<file path="config.mk">
export PLATFORM = sky130hd
export DESIGN_NAME = program_loader
export DESIGN_NICKNAME = d
export VERILOG_FILES = /design/src/rtl/program_loader_pkg.sv /design/src/rtl/loader_timeout_counter.sv /design/src/rtl/program_loader.sv
export SDC_FILE = /design/constraint.sdc
export NUM_CORES = 1
export LEC_CHECK = 0
export ABC_AREA = 0
export CAP_MARGIN = 20
export CORE_ASPECT_RATIO = 1.2
export CORE_UTILIZATION = 50
export CTS_BUF_LIST = sky130_fd_sc_hd__clkbuf_16
export DETAILED_ROUTE_END_ITERATION = 6
export GPL_ROUTABILITY_DRIVEN = 0
export PLACE_DENSITY_LB_ADDON = 0.3
export SKIP_CTS_REPAIR_TIMING = 1
export SLEW_MARGIN = 40
export SYNTH_ARGS = -nofsm -noshare
export SYNTH_HDL_FRONTEND = slang
export SYNTH_SLANG_ARGS = --single-unit
</file>
<file path="constraint.sdc">
create_clock -name clk -period 2.75 [get_ports clk]
set_input_delay 0.275 -clock clk [delete_from_list [all_inputs] [get_ports clk]]
set_output_delay 0.275 -clock clk [all_outputs]
set_load 0.01 [all_outputs]
</file>
<file path="src/rtl/program_loader_pkg.sv">
// Shared definitions for the program loader: sync marker default, FSM state
// encodings, frame field order and the running checksum step.
package program_loader_pkg;

  localparam logic [7:0] SYNC_BYTE_DEFAULT = 8'hA5;

  typedef enum logic [3:0] {
    ST_IDLE    = 4'd0,
    ST_CNT_HI  = 4'd1,
    ST_CNT_LO  = 4'd2,
    ST_DATA_HI = 4'd3,
    ST_DATA_LO = 4'd4,
    ST_WRITE   = 4'd5,
    ST_CHECK   = 4'd6,
    ST_RUN     = 4'd7,
    ST_ERR     = 4'd8
  } loader_state_e;

  // Order in which fields arrive on the byte stream.
  typedef enum logic [2:0] {
    FLD_SYNC     = 3'd0,
    FLD_COUNT_HI = 3'd1,
    FLD_COUNT_LO = 3'd2,
    FLD_WORD_HI  = 3'd3,
    FLD_WORD_LO  = 3'd4,
    FLD_CSUM     = 3'd5
  } frame_field_e;

  function automatic logic [7:0] csum_next(input logic [7:0] acc, input logic [7:0] b);
    return acc ^ b;
  endfunction

endpackage

</file>
<file path="src/rtl/loader_timeout_counter.sv">
// Idle-cycle counter for the loader: clears on request, otherwise counts up
// and flags the cycle on which it would reach TIMEOUT.
module loader_timeout_counter #(
  parameter int unsigned TIMEOUT = 65535
) (
  input  logic clk,
  input  logic rst_n,
  input  logic clr,
  input  logic inc,
  output logic expired
);
  localparam int unsigned CW = $clog2(TIMEOUT + 1);
  localparam logic [CW-1:0] LAST = CW'(TIMEOUT - 1);

  logic [CW-1:0] count_q, count_d;

  // Next count: clear wins over increment.
  always_comb begin
    count_d = count_q;
    if (clr) begin
      count_d = '0;
    end else if (inc) begin
      count_d = count_q + CW'(1);
    end else begin
      count_d = count_q;
    end
  end

  assign expired = inc & ~clr & (count_q >= LAST);

  // Count register with synchronous active-low reset.
  always_ff @(posedge clk) begin
    if (!rst_n) begin
      count_q <= '0;
    end else begin
      count_q <= count_d;
    end
  end

endmodule

</file>
<file path="src/rtl/program_loader.sv">
// Boot loader: writes a framed byte-stream image into instruction memory and
// holds the CPU in reset until the frame checksum matches.
module program_loader
  import program_loader_pkg::*;
#(
  parameter int unsigned MAX_WORDS = 256,
  parameter int unsigned TIMEOUT   = 65535,
  parameter logic [7:0]  SYNC_BYTE = SYNC_BYTE_DEFAULT
) (
  input  logic        clk,
  input  logic        pc_reset_n,
  input  logic        rx_valid,
  input  logic [7:0]  rx_byte,
  output logic        rx_ready,
  output logic        imem_we,
  output logic [15:0] imem_addr,
  output logic [15:0] imem_wdata,
  output logic        cpu_reset,
  output logic        done,
  output logic        error
);
  localparam logic [16:0] MAX_N = 17'(MAX_WORDS);

  loader_state_e state_q, state_d;
  logic [15:0] nwords_q, nwords_d;
  logic [15:0] index_q, index_d;
  logic [7:0]  hi_q, hi_d;
  logic [7:0]  csum_q, csum_d;
  logic        rx_ready_q, rx_ready_d;
  logic        imem_we_q, imem_we_d;
  logic [15:0] imem_addr_q, imem_addr_d;
  logic [15:0] imem_wdata_q, imem_wdata_d;
  logic        cpu_reset_q, cpu_reset_d;
  logic        done_q, done_d;
  logic        error_q, error_d;

  logic        accept_s, tmo_active_s, tmo_expired_s;
  logic [15:0] n_rx_s, index_inc_s;

  assign accept_s     = rx_valid & rx_ready_q;
  assign tmo_active_s = state_q inside {ST_CNT_HI, ST_CNT_LO, ST_DATA_HI,
                                       ST_DATA_LO, ST_WRITE, ST_CHECK};
  assign n_rx_s       = {nwords_q[15:8], rx_byte};
  assign index_inc_s  = index_q + 16'd1;

  loader_timeout_counter #(.TIMEOUT(TIMEOUT)) u_timeout (
    .clk     (clk),
    .rst_n   (pc_reset_n),
    .clr     (accept_s | ~tmo_active_s),
    .inc     (tmo_active_s & ~accept_s),
    .expired (tmo_expired_s)
  );

  // Next-state and next-output logic for the frame parser.
  always_comb begin
    state_d      = state_q;
    nwords_d     = nwords_q;
    index_d      = index_q;
    hi_d         = hi_q;
    csum_d       = csum_q;
    imem_we_d    = 1'b0;
    imem_addr_d  = imem_addr_q;
    imem_wdata_d = imem_wdata_q;
    cpu_reset_d  = cpu_reset_q;
    done_d       = done_q;
    error_d      = error_q;

    if (tmo_expired_s) begin
      state_d = ST_ERR;
      error_d = 1'b1;
    end else begin
      case (state_q)
        ST_IDLE, ST_RUN, ST_ERR: begin
          if (accept_s && (rx_byte == SYNC_BYTE)) begin
            state_d     = ST_CNT_HI;
            cpu_reset_d = 1'b1;
            done_d      = 1'b0;
            error_d     = 1'b0;
            csum_d      = 8'h00;
            index_d     = 16'd0;
          end else begin
            state_d = state_q;
          end
        end
        ST_CNT_HI: begin
          if (accept_s) begin
            nwords_d = {rx_byte, 8'h00};
            csum_d   = csum_next(csum_q, rx_byte);
            state_d  = ST_CNT_LO;
          end else begin
            state_d = state_q;
          end
        end
        ST_CNT_LO: begin
          if (accept_s) begin
            nwords_d = n_rx_s;
            csum_d   = csum_next(csum_q, rx_byte);
            if (n_rx_s == 16'd0) begin
              state_d = ST_CHECK;
            end else if ({1'b0, n_rx_s} > MAX_N) begin
              state_d = ST_ERR;
              error_d = 1'b1;
            end else begin
              state_d = ST_DATA_HI;
            end
          end else begin
            state_d = state_q;
          end
        end
        ST_DATA_HI: begin
          if (accept_s) begin
            hi_d    = rx_byte;
            csum_d  = csum_next(csum_q, rx_byte);
            state_d = ST_DATA_LO;
          end else begin
            state_d = state_q;
          end
        end
        ST_DATA_LO: begin
          // The strobe is registered, so it lands in the WRITE cycle itself.
          if (accept_s) begin
            csum_d       = csum_next(csum_q, rx_byte);
            imem_we_d    = 1'b1;
            imem_addr_d  = index_q;
            imem_wdata_d = {hi_q, rx_byte};
            state_d      = ST_WRITE;
          end else begin
            state_d = state_q;
          end
        end
        ST_WRITE: begin
          index_d = index_inc_s;
          if (index_inc_s == nwords_q) begin
            state_d = ST_CHECK;
          end else begin
            state_d = ST_DATA_HI;
          end
        end
        ST_CHECK: begin
          if (accept_s) begin
            if (rx_byte == csum_q) begin
              state_d     = ST_RUN;
              cpu_reset_d = 1'b0;
              done_d      = 1'b1;
            end else begin
              state_d = ST_ERR;
              error_d = 1'b1;
            end
          end else begin
            state_d = state_q;
          end
        end
        default: begin
          state_d = ST_IDLE;
        end
      endcase
    end

    rx_ready_d = (state_d != ST_WRITE);
  end

  // State and registered outputs, synchronous active-low reset.
  always_ff @(posedge clk) begin
    if (!pc_reset_n) begin
      state_q      <= ST_IDLE;
      nwords_q     <= 16'd0;
      index_q      <= 16'd0;
      hi_q         <= 8'h00;
      csum_q       <= 8'h00;
      rx_ready_q   <= 1'b0;
      imem_we_q    <= 1'b0;
      imem_addr_q  <= 16'd0;
      imem_wdata_q <= 16'd0;
      cpu_reset_q  <= 1'b1;
      done_q       <= 1'b0;
      error_q      <= 1'b0;
    end else begin
      state_q      <= state_d;
      nwords_q     <= nwords_d;
      index_q      <= index_d;
      hi_q         <= hi_d;
      csum_q       <= csum_d;
      rx_ready_q   <= rx_ready_d;
      imem_we_q    <= imem_we_d;
      imem_addr_q  <= imem_addr_d;
      imem_wdata_q <= imem_wdata_d;
      cpu_reset_q  <= cpu_reset_d;
      done_q       <= done_d;
      error_q      <= error_d;
    end
  end

  assign rx_ready   = rx_ready_q;
  assign imem_we    = imem_we_q;
  assign imem_addr  = imem_addr_q;
  assign imem_wdata = imem_wdata_q;
  assign cpu_reset  = cpu_reset_q;
  assign done       = done_q;
  assign error      = error_q;

endmodule
</file>
== After elaboration in Yosys (flattened, before gate mapping) ==
Cells that the tools add are included.

* Register bits after elaboration: 105
* Output and inout bits: 37
* Bits in latches: 0
* ROM bits: 0
* RAM bits: 0
* Input bits: 11
* Logic and storage cells: 112
* Memories kept: 0

* Multipliers: 0
* Div/mod/pow operators: 0
* Order comparisons: 2
* Multiplexer cells: 36
* Shifts and indexed selects: 0
* Add/subtract/negate cells: 2
* Bitwise logic cells: 13
* Equal/unequal tests: 24
* Reductions and logical operators: 21

{| class="wikitable"
|+ Operator list
! cell !! number
|-
| $pmux 16 s2 || 2
|-
| $mux 4 || 10
|-
| $add 16x1->16 const B || 2
|-
| $mux 16 || 2
|-
| $pmux 4 s7 || 1
|-
| $mux 8 || 3
|-
| $eq 16x16->1 || 1
|-
| $eq 4x3->1 const B || 4
|-
| $ge 16x16->1 const B || 1
|-
| $gt 16x9->1 const B || 1
|-
| $logic_not 16->1 || 1
|-
| $pmux 8 s2 || 1
|-
| $ne 3x3->1 const B || 5
|-
| $mux 1 || 13
|-
| $reduce_and 4->1 || 3
|-
| $reduce_and 3->1 || 3
|-
| $eq 4x2->1 const B || 2
|-
| $eq 8x8->1 || 1
|-
| $eq 8x8->1 const B || 1
|-
| $ne 2x2->1 const B || 4
|-
| $reduce_bool 2->1 || 4
|-
| $xor 8x8->8 || 1
|-
| $not 1->1 || 7
|-
| $reduce_and 7->1 || 1
|-
| other kinds (18) || 24
|}

== Longest topological paths before layout ==
Gate-level depths: netlist (run 1).

* Depth after elaboration: 9
* Mapped depth: 8
* Depth with buffers taken out: 7

== By module ==
From an unflattened synthesis (run 1), not the netlist that was laid out.

* Cell total of the unflattened synthesis: 654
* Area total of the unflattened synthesis: 5,293.8 µm²

{| class="wikitable"
|+ By module, submodules not included
! module !! area each (µm²) !! cells an instance !! times used !! sequential area each (µm²)
|-
| program_loader || 4,549.4 || 567 || 1 || 1,781.7
|-
| loader_timeout_counter || 744.5 || 87 || 1 || 320.3
|}

== Least setup slack after synthesis (run 1) ==
OpenSTA, ideal clock, no wires.

* Path type: register -> register
* From: reg index_q[0]
* To: reg state_q[2]
* Stages on the path, launching flop included: 8
* Setup slack: 540 ps
* Arrival: 2,150 ps
* Path buffers: 1
* Clock period less this slack: 2,210 ps
* Data required time: 2,690 ps
* Setup time: 60 ps
* Path through: dfxtp_1 > ha_1 > and3_1 > buf_2 > nand2_1 > or4_1 > a2111oi_2 > a41o_1

* Cells in the longest elaborated chain, start to end: 5

{| class="wikitable"
|+ Ends and longest elaborated chain
! what !! RTL line !! source
|-
| start, declared || program_loader.sv:26 || <nowiki>logic [15:0] index_q, index_d;</nowiki>
|-
| start signal, assigned || program_loader.sv:180 || <nowiki>index_q <= index_d;</nowiki>
|-
| $add 16x1->16 || program_loader.sv:44 || <nowiki>assign index_inc_s = index_q + 16'd1;</nowiki>
|-
| $eq 16x16->1 || program_loader.sv:133 || <nowiki>if (index_inc_s == nwords_q) begin</nowiki>
|-
| $mux 3 || program_loader.sv:133 ||
|-
| $pmux 4 s7 || program_loader.sv:72 || <nowiki>case (state_q)</nowiki>
|-
| $mux 4 || program_loader.sv:68 || <nowiki>if (tmo_expired_s) begin</nowiki>
|-
| end signal, assigned || program_loader.sv:178 || <nowiki>state_q <= state_d;</nowiki>
|-
| end, declared || program_loader.sv:24 || <nowiki>loader_state_e state_q, state_d;</nowiki>
|}

No other way between the ends.
A chain may end at the register's enable or synchronous reset.

== Worst setup path after layout (run 1) ==
* From: reg index_q[1]
* To: reg state_q[2]

The elaborated chain is that of the path after synthesis.

==> metrics.csv, run 1 <==
metric,value,unit
number of setup violations in the final report,0,
top post-synthesis cells by area,"dfxtp_1 41%, nand2_1 6.4%, a21oi_1 5.8%",
Flop pwr share,52.0,%
Worst setup SP type,flop,
max_slew headroom,57.57,%
# placed instances,784,
commonest cells in the synthesized netlist,"105 x dfxtp_1, 86 x nand2_1, 69 x nor2_1",
cts bufs inserted,9,
remaining antenna violation count,0,
grt ovf,0,
max_cap viols,0,
clock skew,7.906,ps
Internal,2.228,mW
top cell type's share of synthesized area,41.37,%
distinct cell type count of the synthesized netlist,52,
Worst-Margin Slew,636.4,ps
Core Area,0.009711,mm2
Sw Share,24.75,%
"Avg Cell Area, Syn",7.989,um2
yosys warns,0,
drt pass-1 iters,7,
antenna cells,0,
top-count cell post-synth,dfxtp_1,
row cnt,39,
final worst slack,225.0,ps
power after layout,2.960,mW
FMAX,396.0,MHz
port bufs,47,
IO Pins,48,
syn_nets,650,
outcome,"finished, final reports clean",
Worst Setup Path Type,reg2reg,
number of synthesized flops with an enable pin,0,
RSZ-0062 raised after global routing,no,
CTS tree,done,
Hold WC Path Type,reg2reg,
"area leader, netlist",dfxtp_1,
vias in the first global route,4306,
share of cells above drive strength 1,7.386,%
crit path DAT,2820,ps
largest net degree at the start of global routing,56,
Worst EP required,3050,ps
CTS HTree Levels,3,
P_leak,2.020,nW
initial antenna violation count,0,
die width,94.03,um
Die Footprint,0.01057,mm2
period utilization,91.82,%
#FFs+latches synth,105,
first-pass GRT wire length,20950,um
peak supply drop,0.3873,mV
Initial DRC Count,310,
total track usage,25.24,%
Worst Path Max Fanout,10,
Root Driver,clkbuf_16,
via density per instance,5.840,
"Clk pin slew, worst setup/hold paths",80,ps
Psw,0.7327,mW
starting density of the core,52.33,%
final wirelength,12610,um
Pwr per Cell Area,493.2,mW/mm2
DP Worst Slack,254.0,ps
Gate Count Post-Synth,636,
register area share after synthesis,41.37,%
Comb pwr share,5.0,%
Area Growth Syn to Fin,18.12,%
CP endpoint kind,flop,
HPWL Detailed,8689,um
synthesized area,0.005081,mm2
Hold Slack,455.3,ps
Post-route DRC,0,
clock sink count,105,
Clock power frac,43.0,%
DR WL/cell,15.76,um
non-filler instance count after layout,800,
Final Critical Period,2525,ps
max-slew violation count,0,
Max clock buf depth,2,
final hold vios,0,
async set-reset flop share out of synthesis,0,%
clock latency at the later pin of the worst-skew pair,360,ps
Setup TNS,0,ps
Die Y,112.4,um
vias,4672,
Main synth FF type,dfxtp_1,
Total Nets Final,686,
## cell usage in the layout, fill, tap and decap left out, drive strengths merged, types with 2 or more instances in the layout
| cell | n |
|---|---|
| dfxtp | 105 |
| o31ai | 2 |
| or3b | 2 |
| and4 | 6 |
| o22ai | 3 |
| nand2b | 5 |
| o2111a | 2 |
| and3 | 9 |
| ha | 3 |
| o21a | 2 |
| nor2 | 69 |
| mux2i | 20 |
| nand3 | 27 |
| o2111ai | 2 |
| or4 | 5 |
| nand2 | 86 |
| a31oi | 7 |
| xnor2 | 19 |
| a31o | 3 |
| a21oi | 59 |
| nor3 | 9 |
| or3 | 11 |
| nor2b | 7 |
| o311ai | 2 |
| inv | 22 |
| clkbuf | 9 |
| nand4 | 13 |
| buf | 24 |
| and2 | 5 |
| o21ai | 29 |
| clkinvlp | 2 |
| a22oi | 16 |
| o211ai | 2 |
| xor2 | 22 |
| nor4 | 7 |
| a211oi | 4 |
| clkdlybuf4s50 | 47 |
## power by group through the flow
stage	clock network (mW)	logic, mW	registers [mW]
2_1_floorplan	0	0.0959	1.57
3_3_place_gp	0	0.142	1.57
3_5_place_dp	0	0.146	1.57
4_1_cts	1.30	0.147	1.54
5_1_grt	1.35	0.160	1.54
6_report	1.27	0.147	1.54
## critical path, cell delays in order, from the launching register on
cell and delay [ps]:
dfxtp_1 420, ha_1 300, and3_1 400, nand2_1 140, or4_1 560, a2111oi_2 410
a41o_1 230
## flip-flops by register name, summed over array words and instances (netlist names), 4 cells and up
register	count
state_q	4
nwords_q	16
imem_wdata	16
index_q	16
csum_q	8
hi_q	8
u_timeout.count_q	16
imem_addr	16
## routing by layer
layer	routed length [um]	track usage, %	vias to the layer above
li1	-	-	2293
met1	5252	31.98	2191
met2	6252	42.38	160
met3	680	3.049	28
met4	420	11.79	0
met5	0	0	-
## kinds of logic (layout without fill, tap and decap cells)
| family | Yosys count | count (layout) | synth area share (%) |
|---|---|---|---|
| adder cells (fa/ha/maj) | 3 | 3 | 0.7388 |
| AND/OR/NAND/NOR | 265 | 265 | 25.19 |
| AO/OA/AOI/OAI | 139 | 139 | 16.57 |
| buffers and inverters | 63 | 104 | 5.122 |
| XOR/XNOR | 41 | 41 | 7.067 |
| multiplexers | 20 | 20 | 3.940 |
| flip-flops | 105 | 105 | 41.37 |
## final cells by class
cell class | count | area [um2]
Timing Repair Buffer | 71 | 663.1
Clock inverter | 7 | 68.82
Fill cell | 854 | 3709
Inverter | 17 | 63.81
Tap cell | 123 | 153.9
Clock buffer | 9 | 225.2
Multi-Input combinational cell | 468 | 2725
Sequential cell | 105 | 2102
## path summary, 6_finish.rpt
path | from | depth (start not counted) | to | slack [ps]
max | index_q[1]$_SDFFE_PN0P_ | 6 | state_q[2]$_SDFF_PN0_ | 220
min | imem_wdata[9]$_SDFFE_PN0P_ | 2 | imem_wdata[9]$_SDFFE_PN0P_ | 460
max reg2reg | index_q[1]$_SDFFE_PN0P_ | 6 | state_q[2]$_SDFF_PN0_ | 220
min reg2reg | imem_wdata[9]$_SDFFE_PN0P_ | 2 | imem_wdata[9]$_SDFFE_PN0P_ | 460
## stage by stage
stage / instance area, um2 / utilization, %
finish: 6002 / 61.81
CTS: 5996 / 61.74
global route: 6002 / 61.81
global placement: 5702 / 58.72
floorplan: 5081 / -
detailed placement: 5702 / 58.72
Power figures use the tool's default switching activity.
==> run 2: changes to the inputs <==
CAP_MARGIN = 25   (was 20)
clock period = 2.6 ns   (was 2.75 ns; I/O delays follow)
==> metrics.csv, run 2 (synthesized netlist as in run 1, its figures left out) <==
metric,value,unit
Post-route DRC,0,
HPWL Detailed,8547,um
CP max stage delay,560,ps
Die Y,112.4,um
share of cells above drive strength 1,8.455,%
total track usage,24.62,%
Root Driver,clkbuf_16,
via density per instance,5.766,
Reg-to-Reg Start,index_q[5]$_SDFFE_PN0P_,
first-pass GRT wire length,20530,um
DR WL/cell,15.27,um
CP Depth,6,
grt ovf,0,
drt pass-1 iters,5,
non-filler instance count after layout,809,
Worst EP required,2900,ps
cts bufs inserted,9,
# placed instances,793,
Max clock buf depth,2,
clock sink count,105,
max-slew violation count,0,
FMAX,418.3,MHz
remaining antenna violation count,0,
CTS tree,done,
crit path DAT,2690,ps
number of setup violations in the final report,0,
Total Nets Final,695,
most frequent cells in the layout,"105 x dfxtp_1, 86 x nand2_1, 69 x nor2_1",
max_slew headroom,57.27,%
IO Pins,48,
period utilization,91.94,%
"Critical Path, Cell by Cell",nand4_1 > or4_4 > xnor2_1 > o2111ai_1 > a2111oi_2 > a41o_1,
Worst setup SP type,flop,
"commonest non-fill, non-tap cell in the layout",dfxtp_1,
Core Area,0.009711,mm2
WP buf/inv,0,
Area Growth Syn to Fin,19.77,%
final wirelength,12350,um
Hold Slack,456.1,ps
vias,4665,
max_cap viols,0,
Final Critical Period,2391,ps
outcome,"finished, final reports clean",
Setup TNS,0,ps
r2r setup slk,210,ps
peak supply drop,0.3207,mV
row cnt,39,
worst setup path start,index_q[5]$_SDFFE_PN0P_,
antenna cells,0,
die width,94.03,um
slowest CP cell,or4_4,
Crit path max-delay family,compound AO/OA/AOI/OAI gates,
Hold WC Path Type,reg2reg,
final hold vios,0,
initial antenna violation count,0,
Worst Path Max Fanout,9,
CP endpoint kind,flop,
CP endpoint,state_q[2]$_SDFF_PN0_,
Worst Setup Path Type,reg2reg,
vias in the first global route,4302,
P_leak,2.079,nW
RSZ-0062 raised after global routing,no,
Pwr per Cell Area,520.0,mW/mm2
Initial DRC Count,278,
CTS HTree Levels,3,
Die Footprint,0.01057,mm2
power after layout,3.165,mW
reg2reg end,state_q[2]$_SDFF_PN0_,
clock latency at the later pin of the worst-skew pair,360,ps
worst r2r path cells,6,
"Clk pin slew, worst setup/hold paths",80,ps
port bufs,47,
starting density of the core,52.33,%
largest net degree at the start of global routing,72,
Worst-Margin Slew,641.0,ps
clock skew,14.09,ps
[run 2: cell types whose count changed in the layout (fill, tap and decap cells not counted), moves of 2 or more]
cell | before | now
buf_4 | 23 | 32
clkinv_8 | 0 | 4
clkinvlp_4 | 2 | 0
inv_8 | 4 | 0
[run 2: metrics by stage]
stage | setup WS [ps] | utilization (%) | instance area, um2
6_report | 209.5 | 62.67 | 6086
3_5_place_dp | 166.4 | 59.41 | 5769
4_1_cts | 213.7 | 62.67 | 6086
3_3_place_gp | 182.0 | 59.41 | 5769
2_1_floorplan | 389.9 | - | 5081
5_1_grt | 64.56 | 62.67 | 6086
[run 2: how the worst min path moves through the flow]
stage	end	from	slack, ps	cells past startpoint
6_report	imem_addr[9]$_SDFFE_PN0P_	imem_addr[9]$_SDFFE_PN0P_	460	2
5_1_grt	imem_wdata[6]$_SDFFE_PN0P_	imem_wdata[6]$_SDFFE_PN0P_	480	2
4_1_cts	imem_addr[9]$_SDFFE_PN0P_	imem_addr[9]$_SDFFE_PN0P_	460	2
3_5_place_dp	imem_addr[9]$_SDFFE_PN0P_	imem_addr[9]$_SDFFE_PN0P_	450	2
3_3_place_gp	imem_wdata[15]$_SDFFE_PN0P_	hi_q[7]$_SDFFE_PN0P_	440	2
2_1_floorplan	cpu_reset$_SDFFE_PN1P_	pc_reset_n	320	1
[run 2: tightest hold or removal path: cells and delay by family (launching register included)]
| kind | cells | cell delay, ps |
|---|---|---|
| and+or+nand+nor | 1 | 50 |
| DFF | 1 | 310 |
| AOI/OAI and AO/OA | 1 | 50 |
[run 2: power by group]
part | switching (mW) | internal [mW]
registers | 0.0130 | 1.61
clock network | 0.690 | 0.691
logic | 0.0927 | 0.0630
total | 0.795 | 2.37
[run 2: layout make-up]
type,count,area [um2]
fill,849,3625
multi-input combinational,468,2719
sequential,105,2102
timing repair buffer,80,730.7
clock buffer,9,225.2
tap,123,153.9
clock inverter,7,91.34
inverter,17,63.81
[run 2: layer usage]
| layer | share of wire, % | track usage, % |
|---|---|---|
| met4 | 2.1 | 9.538 |
| met1 | 44 | 31.48 |
| met5 | 0 | 0 |
| met2 | 50 | 41.17 |
| met3 | 4.3 | 4.065 |
